## src/rtl/spi_loader_pkg.sv

```systemverilog
// Shared constants and state encoding for the SPI frame loader.
// SPI_LOADER_CHECKSUM_EN adds a trailing checksum word and the CSUM state.
package spi_loader_pkg;

  localparam logic [3:0] OP_WRITE = 4'h1;
  localparam logic [3:0] OP_RESET = 4'h2;

  localparam int OPC_MSB = 15;
  localparam int OPC_LSB = 12;
  localparam int CNT_MSB = 11;
  localparam int CNT_LSB = 0;
  localparam int CNT_W   = CNT_MSB - CNT_LSB + 1;

  // state       | meaning
  // ST_IDLE     | no frame, waiting for frame_start
  // ST_CMD      | expecting command word
  // ST_ADDR     | expecting start address
  // ST_DATA     | expecting data words, pushed to the write FIFO
  // ST_CSUM     | expecting checksum word
  // ST_WAIT_END | frame body complete, waiting for frame_end
  // ST_DRAIN    | frame closed, waiting for FIFO to empty
  typedef enum logic [2:0] {
    ST_IDLE     = 3'd0,
    ST_CMD      = 3'd1,
    ST_ADDR     = 3'd2,
    ST_DATA     = 3'd3,
`ifdef SPI_LOADER_CHECKSUM_EN
    ST_CSUM     = 3'd4,
`endif
    ST_WAIT_END = 3'd5,
    ST_DRAIN    = 3'd6
  } state_t;

endpackage

```

## src/rtl/spi_loader_fifo.sv

```systemverilog
// Write buffer between the frame parser and the memory port.
// A push while full is accepted only if a pop happens on the same edge.
module spi_loader_fifo #(
  parameter int DEPTH = 4,
  parameter int W     = 32
) (
  input  logic         clk,
  input  logic         rst_n,
  input  logic         push,
  input  logic [W-1:0] wdata,
  input  logic         pop,
  output logic [W-1:0] rdata,
  output logic         full,
  output logic         empty
);

  localparam int AW = $clog2(DEPTH);

  logic [W-1:0]  mem [DEPTH];
  logic [AW-1:0] wr_ptr;
  logic [AW-1:0] rd_ptr;
  logic [AW:0]   count;
  logic          do_push;
  logic          do_pop;

  assign empty   = (count == '0);
  assign full    = (count == (AW+1)'(DEPTH));
  assign do_pop  = pop && !empty;
  assign do_push = push && (!full || do_pop);
  assign rdata   = mem[rd_ptr];

  always_ff @(posedge clk or negedge rst_n) begin
    if (!rst_n) begin
      wr_ptr <= '0;
      rd_ptr <= '0;
      count  <= '0;
    end else begin
      if (do_push) wr_ptr <= wr_ptr + AW'(1);
      if (do_pop)  rd_ptr <= rd_ptr + AW'(1);
      case ({do_push, do_pop})
        2'b10:   count <= count + (AW+1)'(1);
        2'b01:   count <= count - (AW+1)'(1);
        default: count <= count;
      endcase
    end
  end

  always_ff @(posedge clk) begin
    if (do_push) mem[wr_ptr] <= wdata;
  end

endmodule

```

## src/rtl/spi_loader.sv

```systemverilog
// Command/address/data frame parser feeding buffered memory writes and CPU hold/reset.
// SPI_LOADER_CHECKSUM_EN enables the trailing checksum word and err_checksum.
module spi_loader
  import spi_loader_pkg::*;
#(
  parameter int WIDTH      = 16,
  parameter int ADDR_W     = 16,
  parameter int FIFO_DEPTH = 4
) (
  input  logic              clk,
  input  logic              reset_n,
  input  logic [WIDTH-1:0]  word,
  input  logic              word_valid,
  input  logic              frame_start,
  input  logic              frame_end,
  output logic [ADDR_W-1:0] mem_addr,
  output logic [WIDTH-1:0]  mem_wdata,
  output logic              mem_we,
  input  logic              mem_ready,
  output logic              cpu_hold,
  output logic              cpu_reset_req,
  output logic              done,
  output logic              err_short,
  output logic              err_long,
  output logic              err_overflow,
  output logic              err_opcode
`ifdef SPI_LOADER_CHECKSUM_EN
  ,
  output logic              err_checksum
`endif
);

`ifdef SPI_LOADER_CHECKSUM_EN
  localparam state_t DATA_NEXT = ST_CSUM;
`else
  localparam state_t DATA_NEXT = ST_WAIT_END;
`endif

  state_t                   state, next_state;
  logic [CNT_W-1:0]         cnt;
  logic [ADDR_W-1:0]        addr;
  logic [3:0]               opcode;
  logic                     in_body;
  logic                     load_cnt, load_addr, push;
  logic                     set_short, set_long, set_opc, reset_hit;
  logic                     fifo_full, fifo_empty, pop;
  logic [ADDR_W+WIDTH-1:0]  fifo_rdata;

  assign opcode = word[OPC_MSB:OPC_LSB];
  assign in_body = (state == ST_CMD) || (state == ST_ADDR) || (state == ST_DATA)
`ifdef SPI_LOADER_CHECKSUM_EN
                   || (state == ST_CSUM)
`endif
                   ;

  always_ff @(posedge clk or negedge reset_n) begin
    if (!reset_n) state <= ST_IDLE;
    else          state <= next_state;
  end

  always_comb begin
    next_state = state;
    load_cnt   = 1'b0;
    load_addr  = 1'b0;
    push       = 1'b0;
    set_short  = 1'b0;
    set_long   = 1'b0;
    set_opc    = 1'b0;
    reset_hit  = 1'b0;
    case (state)
      ST_CMD: if (word_valid) begin
        load_cnt = 1'b1;
        if (opcode == OP_WRITE) begin
          next_state = ST_ADDR;
        end else begin
          next_state = ST_WAIT_END;
          reset_hit  = (opcode == OP_RESET);
          set_opc    = (opcode != OP_RESET);
        end
      end
      ST_ADDR: if (word_valid) begin
        load_addr  = 1'b1;
        next_state = (cnt == '0) ? DATA_NEXT : ST_DATA;
      end
      ST_DATA: if (word_valid) begin
        push = 1'b1;
        if (cnt == CNT_W'(1)) next_state = DATA_NEXT;
      end
`ifdef SPI_LOADER_CHECKSUM_EN
      ST_CSUM: if (word_valid) next_state = ST_WAIT_END;
`endif
      ST_WAIT_END: begin
        set_long = word_valid;
        if (frame_end) next_state = ST_DRAIN;
      end
      ST_DRAIN: if (fifo_empty) next_state = ST_IDLE;
      default: ;
    endcase
    // frame_end is applied before frame_start when both arrive together
    if (frame_end && in_body) begin
      set_short  = 1'b1;
      next_state = ST_DRAIN;
    end
    if (frame_start) next_state = ST_CMD;
  end

  always_ff @(posedge clk or negedge reset_n) begin
    if (!reset_n) begin
      cnt           <= '0;
      addr          <= '0;
      cpu_reset_req <= 1'b0;
      err_short     <= 1'b0;
      err_long      <= 1'b0;
      err_overflow  <= 1'b0;
      err_opcode    <= 1'b0;
    end else begin
      cpu_reset_req <= reset_hit;
      if (load_cnt)  cnt <= word[CNT_MSB:CNT_LSB];
      else if (push) cnt <= cnt - CNT_W'(1);
      // dropped words still advance the address
      if (load_addr) addr <= ADDR_W'(word);
      else if (push) addr <= addr + ADDR_W'(1);
      if (frame_start) begin
        err_short    <= 1'b0;
        err_long     <= 1'b0;
        err_overflow <= 1'b0;
        err_opcode   <= 1'b0;
      end else begin
        err_short    <= err_short | set_short;
        err_long     <= err_long | set_long;
        err_overflow <= err_overflow | (push && fifo_full && !pop);
        err_opcode   <= err_opcode | set_opc;
      end
    end
  end

`ifdef SPI_LOADER_CHECKSUM_EN
  logic [WIDTH-1:0] csum;

  always_ff @(posedge clk or negedge reset_n) begin
    if (!reset_n) begin
      csum         <= '0;
      err_checksum <= 1'b0;
    end else begin
      if (load_addr) csum <= word;
      else if (push) csum <= csum + word;
      if (frame_start)
        err_checksum <= 1'b0;
      else if (state == ST_CSUM && word_valid && word != csum)
        err_checksum <= 1'b1;
    end
  end
`endif

  spi_loader_fifo #(.DEPTH(FIFO_DEPTH), .W(ADDR_W + WIDTH)) u_fifo (
    .clk   (clk),
    .rst_n (reset_n),
    .push  (push),
    .wdata ({addr, word}),
    .pop   (pop),
    .rdata (fifo_rdata),
    .full  (fifo_full),
    .empty (fifo_empty)
  );

  assign mem_we    = !fifo_empty;
  assign pop       = mem_we && mem_ready;
  assign mem_addr  = fifo_empty ? '0 : fifo_rdata[ADDR_W+WIDTH-1:WIDTH];
  assign mem_wdata = fifo_empty ? '0 : fifo_rdata[WIDTH-1:0];
  assign cpu_hold  = (state != ST_IDLE) || !fifo_empty;
  assign done      = (state == ST_DRAIN) && fifo_empty && !frame_start;

endmodule

```

## config.mk

```make
export PLATFORM = sky130hd
export DESIGN_NAME = spi_loader
export DESIGN_NICKNAME = d
export VERILOG_FILES = /design/src/rtl/spi_loader_pkg.sv /design/src/rtl/spi_loader_fifo.sv /design/src/rtl/spi_loader.sv
export SDC_FILE = /design/constraint.sdc
export NUM_CORES = 1
export LEC_CHECK = 0
export ABC_AREA = 1
export CORE_UTILIZATION = 50
export DETAILED_ROUTE_END_ITERATION = 8
export DONT_BUFFER_PORTS = 1
export PLACE_DENSITY = 0.65
export SYNTH_ARGS = -nofsm -noshare
export SYNTH_HDL_FRONTEND = slang
export SYNTH_SLANG_ARGS = --single-unit
```

## constraint.sdc

```tcl
create_clock -name clk -period 3.35 [get_ports clk]
set_input_delay 0.335 -clock clk [delete_from_list [all_inputs] [get_ports clk]]
set_output_delay 0.335 -clock clk [all_outputs]
set_load 0.03 [all_outputs]
```

==> results of run 1 <==
[cell usage after synthesis]
cell	number
clkbuf_1	13
nor2_2	2
o221ai_1	8
o21ai_0	76
o21a_1	1
o2111ai_1	1
o21bai_1	3
o21ai_2	1
nor2_4	6
xor2_1	11
nor3_1	6
nand3b_1	1
a21oi_1	41
nand2_4	1
inv_2	5
o311ai_1	1
dfrtp_1	43
nor2_1	185
buf_6	1
a31oi_1	1
buf_1	6
edfxtp_1	128
clkinv_1	2
a21o_1	1
xnor2_1	4
buf_4	1
inv_1	53
nand2_1	92
clkinv_2	2
nand4_1	3
o21ai_1	2
o211ai_1	8
buf_2	7
fa_1	1
nand3_2	2
nand2_2	4
nand3_1	33
or2_2	2
o22ai_1	3
ha_1	8
[layout make-up]
cell class | instances | area, um2
clock buffer | 20 | 437
inverter | 62 | 235
timing repair buffer | 49 | 433
sequential | 171 | 4920
clock inverter | 11 | 120
fill | 1250 | 6270
tap | 188 | 235
multi-input combinational | 508 | 2500
[flip-flops by register name, indices dropped and copies added (netlist names)]
register,cells
addr,16
cnt,12
cpu_reset_req,1
err_long,1
err_opcode,1
err_overflow,1
err_short,1
state,3
u_fifo.count,3
u_fifo.mem,128
u_fifo.rd_ptr,2
u_fifo.wr_ptr,2
[per-layer routing]
metal	vias to the layer above	share of wire	track usage	wire length (um)
met5	-	0	0	0
met4	0	0.023	0.101	418
met3	28	0.055	0.0515	976
met2	167	0.47	0.376	8340
met1	2725	0.46	0.317	8140
li1	2700	-	-	-
[worst reg2reg max path: cells and delay by family (launching register included)]
| family | cells | cell delay [ns] |
|---|---|---|
| DFF | 1 | 0.45 |
| and+or+nand+nor | 4 | 0.81 |
| buffers and inverters | 2 | 0.21 |
| adders and majority gates | 2 | 0.68 |
| AOI/OAI and AO/OA | 1 | 0.26 |
[stage by stage]
step,hold WS (ns),std cells,util,setup slack [ns]
CTS,0.0118,1009,0.586,0.293
detailed placement,0.0409,959,0.536,0.750
finish,0.0218,1009,0.586,0.276
global placement,0.0409,959,0.536,0.856
global route,0.0170,1009,0.586,0.0305
floorplan,0.0394,769,-,0.596
[worst min-delay path by stage]
stage          cells past startpoint     start               end
4_1_cts                            2  word[11]           cnt[11]
2_1_floorplan                      0   reset_n           addr[0]
6_report                           2  word[11]           cnt[11]
3_3_place_gp                       0   reset_n  u_fifo.wr_ptr[1]
5_1_grt                            2  word[11]           cnt[11]
3_5_place_dp                       0   reset_n  u_fifo.wr_ptr[1]
[what timing repair did]
action                    CTS  global route
hold endpoints to repair  110             0
buffers inserted            0             0
hold buffers               19             0
[power groups by stage]
| stage | registers [uW] | logic (uW) | clock network (uW) |
|---|---|---|---|
| after global placement | 3030 | 3220 | 0 |
| after global routing | 3060 | 3670 | 1980 |
| after CTS | 3010 | 3350 | 1900 |
| after floorplan | 2930 | 2480 | 0 |
| final | 3010 | 3340 | 1870 |
| after detailed placement | 3050 | 3290 | 0 |
[logic make-up after synthesis]
logic type / Yosys count / share of synthesized area
DFF: 171 / 0.634
adders and majority gates: 9 / 0.0155
AOI/OAI and AO/OA: 147 / 0.105
buffers and inverters: 90 / 0.0465
xor gates and xnor gates: 15 / 0.0169
and+or+nand+nor: 337 / 0.182
==> impl_metrics.env, run 1 <==
export IMPL_status="completed"
export IMPL_pwr_share_clk=0.228
export IMPL_netSwitchingFraction=0.416
export IMPL_ios=62
export IMPL_antenna_left=0
export IMPL_vias=5620
export IMPL_num_antenna_cells=0
export IMPL_relSlewSlack=0.239
export IMPL_layout_drive_gt1_share=0.106
export IMPL_wirelength_um=17900
export IMPL_gp_congestion=0.819
export IMPL_worst_slew_pin_slew_ns=1.13
export IMPL_clock_sinks=171
export IMPL_path_depth=5
export IMPL_clockBufferDepth=2
export IMPL_slowest_delay_ns=0.86
export IMPL_synth_seq_cells=171
export IMPL_antenna_found_initial=0
export IMPL_drc=0
export IMPL_fp_row_count=45
export IMPL_post_drt_wl_per_cell_um=17.7
export IMPL_drt_iter0_markers=572
export IMPL_synth_area_leaders="edfxtp_1, dfrtp_1, nor2_1"
export IMPL_min_path_type="in2reg"
export IMPL_cp_common_cell="buf_4"
export IMPL_syn_inst=769
export IMPL_power_internal_uw=4800
export IMPL_rsz0062_at_grt="no"
export IMPL_port_buffers=0
export IMPL_area_delta_synth_final_pct=14.5
export IMPL_leakage_uw=0.00342
export IMPL_maxCapViolCount=0
export IMPL_die_y_um=127
export IMPL_r2r_slack_ns=0.84
export IMPL_fin_crit_sh=0.918
export IMPL_synth_nets=800
export IMPL_dieArea_um2=16000
export IMPL_die_w_um=127
export IMPL_crit_end="mem_addr[8]"
export IMPL_cp_arrival_ns=2.74
export IMPL_vdd_ir_drop_max_v=0.000493
export IMPL_cts_tree="built"
export IMPL_rr_worst_depth=9
export IMPL_period_minus_slack_ns=3.07
export IMPL_h_tree_depth=4
export IMPL_p_total_uw=8220
export IMPL_final_common_cell="nor2_1"
export IMPL_numCtsBuffers=17
export IMPL_r2r_start="state[1]"
export IMPL_final_hold_violation_count=0
export IMPL_crit_fanout=45
export IMPL_ys_seq_area_frac=0.634
export IMPL_clkLatencyLatePin_ns=0.43
export IMPL_start_kind="register"
export IMPL_clk_pin_slew_ns=0.07
export IMPL_drv_slew=0
export IMPL_startpoint="u_fifo.rd_ptr[0]"
export IMPL_cp_end_kind="output port"
export IMPL_critPathBufInv=3
export IMPL_crit_required_ns=3.01
export IMPL_synth_area_um2=7760
export IMPL_reg2reg_to="u_fifo.count[1]"
export IMPL_synth_avg_cell_area_um2=10.1
export IMPL_postCtsResizedCells=0
export IMPL_fin_setup_tns_ns=0
export IMPL_grt_max_degree=67
export IMPL_layout_common_cells="nor2_1, edfxtp_1, nand2_1"
export IMPL_dr_pass1_iters=5
export IMPL_p_per_area_nw_per_um2=926
export IMPL_yosysTopAreaCellShare=0.496
export IMPL_fin_skew_ns=0.0146
export IMPL_yosysWarningCount=0
export IMPL_cpLargestDelayFamily="buffers and inverters"
export IMPL_core_um2=15100
export IMPL_synth_largest_area_cell="edfxtp_1"
export IMPL_grt_first_pass_wirelength_um=28800
export IMPL_setup_violations=0
export IMPL_viasPerCell=5.57
export IMPL_ys_types=40
export IMPL_cts_root_buf="clkbuf_16"
export IMPL_critical_path_cell_chain="clkinv_1 > buf_4 > o21ai_0 > a21oi_1 > buf_4"
export IMPL_fin_area_um2=8880
export IMPL_power_switching_uw=3420
export IMPL_gr_total_overflow=0
export IMPL_start_util=0.512
export IMPL_grt_pass1_vias=5511
export IMPL_criticalPathCategory="reg2out"
export IMPL_hpwl_um=11200
export IMPL_pwr_share_seq=0.366
export IMPL_grt_usage=0.237
export IMPL_layout_nets=840
export IMPL_p_comb_frac=0.406
export IMPL_clock_fmax_mhz=325
export IMPL_dpl_cell_area_um2=8110
export IMPL_cp_slowest_cell="clkinv_1"
Note: power is estimated with default switching activity, not from simulation.
==> run 2, diff against run 1 <==
--- a/config.mk
+++ b/config.mk
@@ -6,10 +6,12 @@
 export NUM_CORES = 1
 export LEC_CHECK = 0
 export ABC_AREA = 1
-export CORE_UTILIZATION = 50
+export CORE_MARGIN = 2
+export CORE_UTILIZATION = 63
 export DETAILED_ROUTE_END_ITERATION = 8
 export DONT_BUFFER_PORTS = 1
-export PLACE_DENSITY = 0.65
+export HOLD_SLACK_MARGIN = 0.02
+export PLACE_DENSITY = 0.79
 export SYNTH_ARGS = -nofsm -noshare
 export SYNTH_HDL_FRONTEND = slang
 export SYNTH_SLANG_ARGS = --single-unit
==> run 2 against run 1 <==
  * Die area down 17%
  * Largest power group unchanged
  * Clock power decreased by 5%
  * Critical path type unchanged
  * Sequential power hardly changed
  * Sequential cell count did not move
  * Clock skew is 0.0062 ns lower
  * Worst setup slack better by 0.032 ns
  * Maximum frequency increased by 1.1%
  * Non-clock buffer count down 21
  * Critical path depth down 1
==> impl_metrics.env, run 2 (synthesized netlist as in run 1, its figures left out) <==
export IMPL_status="completed"
export IMPL_fp_row_count=40
export IMPL_layout_common_cells="nor2_1, edfxtp_1, nand2_1"
export IMPL_port_buffers=0
export IMPL_fill_cells=836
export IMPL_core_um2=12000
export IMPL_min_path_type="in2reg"
export IMPL_grt_usage=0.285
export IMPL_num_antenna_cells=0
export IMPL_drt_iter0_markers=674
export IMPL_rsz0062_at_grt="no"
export IMPL_largest_reg_flops=128
export IMPL_drv_slew=0
export IMPL_cts_tree="built"
export IMPL_cts_setup_buffers=0
export IMPL_rr_worst_depth=10
export IMPL_top_regs="u_fifo.mem (128), addr (16), cnt (12)"
export IMPL_r2r_slack_ns=0.95
export IMPL_gr_total_overflow=0
export IMPL_dr_pass1_iters=7
export IMPL_grt_first_pass_wirelength_um=28100
export IMPL_ios=62
export IMPL_leakage_uw=0.00330
export IMPL_gp_congestion=0.906
export IMPL_cts_root_buf="clkbuf_16"
export IMPL_crit_end="mem_wdata[10]"
export IMPL_dieArea_um2=13200
export IMPL_clock_sinks=171
export IMPL_cp_end_kind="output port"
export IMPL_start_util=0.646
export IMPL_fin_skew_ns=0.00834
export IMPL_antenna_found_initial=0
export IMPL_clk_pin_slew_ns=0.06
export IMPL_r2r_start="u_fifo.count[0]"
export IMPL_hpwl_um=11100
export IMPL_crit_fanout=45
export IMPL_cp_slowest_cell="clkinv_1"
export IMPL_multiInputGateArea_um2=2490
export IMPL_numCtsBuffers=17
export IMPL_grt_max_degree=67
export IMPL_start_kind="register"
export IMPL_post_drt_wl_per_cell_um=19.0
export IMPL_power_internal_uw=4480
export IMPL_setup_violations=0
export IMPL_netSwitchingFraction=0.429
export IMPL_pwr_share_clk=0.227
export IMPL_top_layer="met4"
export IMPL_power_switching_uw=3370
export IMPL_layout_nets=819
export IMPL_period_minus_slack_ns=3.04
export IMPL_final_common_cell="nor2_1"
export IMPL_critical_path_cell_chain="clkinv_1 > buf_4 > o21ai_0 > a21oi_1"
export IMPL_layout_drive_gt1_share=0.0799
export IMPL_die_y_um=115
export IMPL_drc=0
export IMPL_postCtsResizedCells=0
export IMPL_criticalPathCategory="reg2out"
export IMPL_worst_slew_pin_slew_ns=1.27
export IMPL_die_w_um=115
export IMPL_clockBufferDepth=2
export IMPL_crit_required_ns=3.01
export IMPL_met1_length_um=7210
export IMPL_vias=5706
export IMPL_h_tree_depth=4
export IMPL_relSlewSlack=0.155
export IMPL_wl_met2_um=8960
export IMPL_startpoint="u_fifo.rd_ptr[0]"
export IMPL_grt_pass1_vias=5483
export IMPL_wirelength_um=18000
export IMPL_fin_setup_tns_ns=0
export IMPL_regMostFlops="u_fifo.mem"
export IMPL_dr_wl_met3_um=1410
export IMPL_pwr_share_seq=0.384
export IMPL_regArea_um2=4920
export IMPL_slowest_delay_ns=0.83
export IMPL_hold_buffers=20
export IMPL_clkLatencyLatePin_ns=0.43
export IMPL_p_per_area_nw_per_um2=909
export IMPL_p_comb_frac=0.388
export IMPL_final_hold_violation_count=0
export IMPL_fin_crit_sh=0.908
export IMPL_maxCapViolCount=0
export IMPL_clock_fmax_mhz=329
export IMPL_cp_arrival_ns=2.71
export IMPL_viasPerCell=6.02
export IMPL_dpl_cell_area_um2=7890
export IMPL_area_delta_synth_final_pct=11.3
export IMPL_antenna_left=0
export IMPL_vdd_ir_drop_max_v=0.000600
export IMPL_reg2reg_to="u_fifo.count[2]"
export IMPL_fin_area_um2=8630
[run 2: cell types whose count changed in the layout (fill, tap and decap cells not counted)]
| cell | change |
|---|---|
| clkinv_2 | +2 |
| nor2_4 | -2 |
| clkinv_1 | -2 |
| bufinv_16 | -1 |
| nor2_2 | +2 |
| inv_6 | -2 |
| clkbuf_1 | +4 |
| buf_4 | -22 |
| dlygate4sd3_1 | +1 |
[run 2: layout make-up]
cell class,count,area share
Sequential cell,171,0.570
Multi-Input combinational cell,508,0.288
Clock buffer,24,0.0523
Timing Repair Buffer,28,0.0322
Inverter,62,0.0273
Tap cell,147,0.0213
Clock inverter,8,0.00870
[run 2: worst min path at each step]
stage / startpoint / end / slack (ns) / cells past startpoint
after floorplan: reset_n / addr[0] / 0.04 / 0
after global placement: reset_n / u_fifo.wr_ptr[0] / 0.04 / 0
after detailed placement: reset_n / u_fifo.wr_ptr[0] / 0.04 / 0
after CTS: word[8] / cnt[8] / 0.02 / 2
after global routing: word[8] / cnt[8] / 0.04 / 2
final: word[8] / cnt[8] / 0.04 / 2
[run 2: metal layers]
metal  up-vias  global-route usage
met3        29              0.0706
met2       264               0.473
li1       2644                   -
met4         0               0.101
met5         -                   0
met1      2769               0.369
[run 2: power by group through the flow]
stage | clock, uW | combinational (uW) | sequential, uW
floorplan | 0 | 2480 | 2930
global placement | 0 | 2870 | 3020
detailed placement | 0 | 2960 | 3050
CTS | 1790 | 3030 | 3010
global route | 1880 | 3350 | 3060
finish | 1780 | 3050 | 3010
[run 2: per-stage QoR]
| stage | cells | utilization | setup slack [ns] | power, uW | hold slack (ns) |
|---|---|---|---|---|---|
| global route | 948 | 0.719 | 0.0422 | 8290 | 0.0369 |
| finish | 948 | 0.719 | 0.308 | 7840 | 0.0368 |
| CTS | 948 | 0.719 | 0.248 | 7830 | 0.0238 |
| floorplan | 769 | - | 0.596 | 5410 | 0.0394 |
| global placement | 896 | 0.657 | 0.884 | 5890 | 0.0409 |
| detailed placement | 896 | 0.657 | 0.749 | 6010 | 0.0403 |
[run 2: critical path, delay by kind of cell, from the launching register on]
kind | cells | cell delay (ns)
compound gates | 2 | 0.55
buf+inv | 2 | 1.37
flops | 1 | 0.36
==> run 3, diff against run 2 <==
--- a/config.mk
+++ b/config.mk
@@ -10,7 +10,6 @@
 export CORE_UTILIZATION = 63
 export DETAILED_ROUTE_END_ITERATION = 8
 export DONT_BUFFER_PORTS = 1
-export HOLD_SLACK_MARGIN = 0.02
 export PLACE_DENSITY = 0.79
 export SYNTH_ARGS = -nofsm -noshare
 export SYNTH_HDL_FRONTEND = slang
==> constraint.sdc (replaced) <==
create_clock -name clk -period 3.41 [get_ports clk]
set_input_delay 0.341 -clock clk [delete_from_list [all_inputs] [get_ports clk]]
set_output_delay 0.341 -clock clk [all_outputs]
set_load 0.03 [all_outputs]
==> run 3 against run 2 <==
  * First-iteration DRC count is 1.5% lower
  * Sequential share of layout area is 0.48 points lower
  * Total power is 0.27% higher
  * Final cell count is 0.11% higher
  * Sequential power is 2% lower
  * Register-to-register slack better by 0.08 ns
  * Worst setup slack better by 0.011 ns
  * Hold slack worse by 0.0050 ns
  * Highest routed layer unchanged
==> impl_metrics.env, run 3 (synthesized netlist as in run 1, its figures left out) <==
export IMPL_post_drt_wl_per_cell_um=18.9
export IMPL_clockBufferDepth=2
export IMPL_clock_fmax_mhz=324
export IMPL_num_antenna_cells=0
export IMPL_pwr_share_seq=0.376
export IMPL_die_w_um=115
export IMPL_h_tree_depth=4
export IMPL_dr_pass1_iters=6
export IMPL_grt_max_degree=67
export IMPL_fin_setup_tns_ns=0
export IMPL_fin_ws_ns=0.319
export IMPL_netSwitchingFraction=0.430
export IMPL_power_internal_uw=4480
export IMPL_cts_root_buf="clkbuf_16"
export IMPL_fin_skew_ns=0.0100
export IMPL_clk_pin_slew_ns=0.07
export IMPL_gp_congestion=0.898
export IMPL_drv_slew=0
export IMPL_crit_fanout=45
export IMPL_dp_slack_ns=0.781
export IMPL_numCtsBuffers=17
export IMPL_vias=5726
export IMPL_period_minus_slack_ns=3.09
export IMPL_die_y_um=115
export IMPL_cts_setup_buffers=0
export IMPL_rsz0062_at_grt="no"
export IMPL_postCtsResizedCells=0
export IMPL_clkLatencyLatePin_ns=0.43
export IMPL_wirelength_um=17900
export IMPL_p_per_area_nw_per_um2=904
export IMPL_pwr_share_clk=0.243
export IMPL_fp_row_count=40
export IMPL_final_hold_violation_count=0
export IMPL_criticalPathCategory="reg2out"
export IMPL_dpl_cell_area_um2=7890
export IMPL_cts_tree="built"
export IMPL_port_buffers=0
export IMPL_clock_sinks=171
export IMPL_regMostFlops="u_fifo.mem"
export IMPL_hp_start="word[11]"
export IMPL_gr_total_overflow=0
export IMPL_start_util=0.646
export IMPL_antenna_left=0
export IMPL_fin_area_um2=8700
export IMPL_largest_reg_flops=128
export IMPL_vdd_ir_drop_max_v=0.000571
export IMPL_grt_first_pass_wirelength_um=28000
export IMPL_drt_iter0_markers=664
export IMPL_setup_violations=0
export IMPL_grt_pass1_vias=5653
export IMPL_grt_usage=0.283
export IMPL_p_total_uw=7860
export IMPL_cp_arrival_ns=2.75
export IMPL_core_um2=12000
export IMPL_area_delta_synth_final_pct=12.2
export IMPL_holdWs_ns=0.0318
export IMPL_layout_drive_gt1_share=0.0885
export IMPL_layout_nets=820
export IMPL_hpwl_um=11200
export IMPL_min_path_type="in2reg"
export IMPL_status="completed"
export IMPL_cp_end_kind="output port"
export IMPL_crit_required_ns=3.07
export IMPL_worst_slew_pin_slew_ns=1.19
export IMPL_layout_common_cells="nor2_1, edfxtp_1, nand2_1"
export IMPL_fin_crit_sh=0.906
export IMPL_r2r_start="state[1]"
export IMPL_drc=0
export IMPL_leakage_uw=0.00332
export IMPL_final_common_cell="nor2_1"
export IMPL_maxCapViolCount=0
export IMPL_dieArea_um2=13200
export IMPL_startpoint="u_fifo.rd_ptr[0]"
export IMPL_p_comb_frac=0.380
export IMPL_ios=62
export IMPL_relSlewSlack=0.206
export IMPL_antenna_found_initial=0
export IMPL_top_regs="u_fifo.mem (128), addr (16), cnt (12)"
export IMPL_power_switching_uw=3380
export IMPL_viasPerCell=6.03
export IMPL_start_kind="register"
## run 3: cell types whose count changed in the layout (fill, tap and decap cells not counted)
cell           before  now
bufinv_16           1    2
clkbuf_1            7    0
clkinv_2            6    3
clkinv_4            2    3
clkinvlp_4          1    5
dlygate4sd3_1      19   20
inv_6               0    4
## run 3: path summary, 6_finish.rpt
path                                         end  cells past startpoint  slack [ns]
worst max-delay path               mem_wdata[11]                      4        0.32
worst min-delay path                     cnt[11]                      2        0.03
worst max register to register   u_fifo.count[1]                      9        1.03
worst min register to register   u_fifo.count[1]                      2        0.51
max in group asynchronous       u_fifo.rd_ptr[0]                      2        2.78
min in group asynchronous       u_fifo.wr_ptr[1]                      2        0.40
## run 3: what timing repair did
| item | in CTS | in global routing |
|---|---|---|
| endpoints found under the setup margin | 0 | 0 |
| endpoints found under the hold margin | 103 | 6 |
| hold buffers | 19 | 2 |
## run 3: critical path, stage by stage, from the launching register on
cell and delay, ns:
dfrtp_2 0.36, clkinv_1 0.88, buf_4 0.55, o21ai_0 0.25
a21oi_1 0.28
## run 3: final cells by class
type                       instances  area, um2
timing repair buffer              29        288
sequential                       171       4920
multi-input combinational        508       2490
tap                              147        184
fill                             806       3310
clock inverter                    15        164
clock buffer                      17        425
inverter                          62        235
## run 3: metrics by stage
step | cells | utilization
3_5_place_dp | 896 | 0.657
4_1_cts | 947 | 0.723
5_1_grt | 949 | 0.725
3_3_place_gp | 896 | 0.657
6_report | 949 | 0.725
2_1_floorplan | 769 | -
## run 3: layer usage
layer	global-route usage	wire (um)
met5	0	0
met4	0.133	518
met3	0.0691	1360
met2	0.468	8790
met1	0.354	7230
## run 3: power by group through the flow
| stage | clock (uW) | sequential, uW | combinational, uW |
|---|---|---|---|
| 2_1_floorplan | 0 | 2880 | 2440 |
| 3_3_place_gp | 0 | 2970 | 2810 |
| 3_5_place_dp | 0 | 2990 | 2910 |
| 4_1_cts | 1920 | 2960 | 2970 |
| 5_1_grt | 2000 | 3000 | 3290 |
| 6_report | 1910 | 2960 | 2990 |
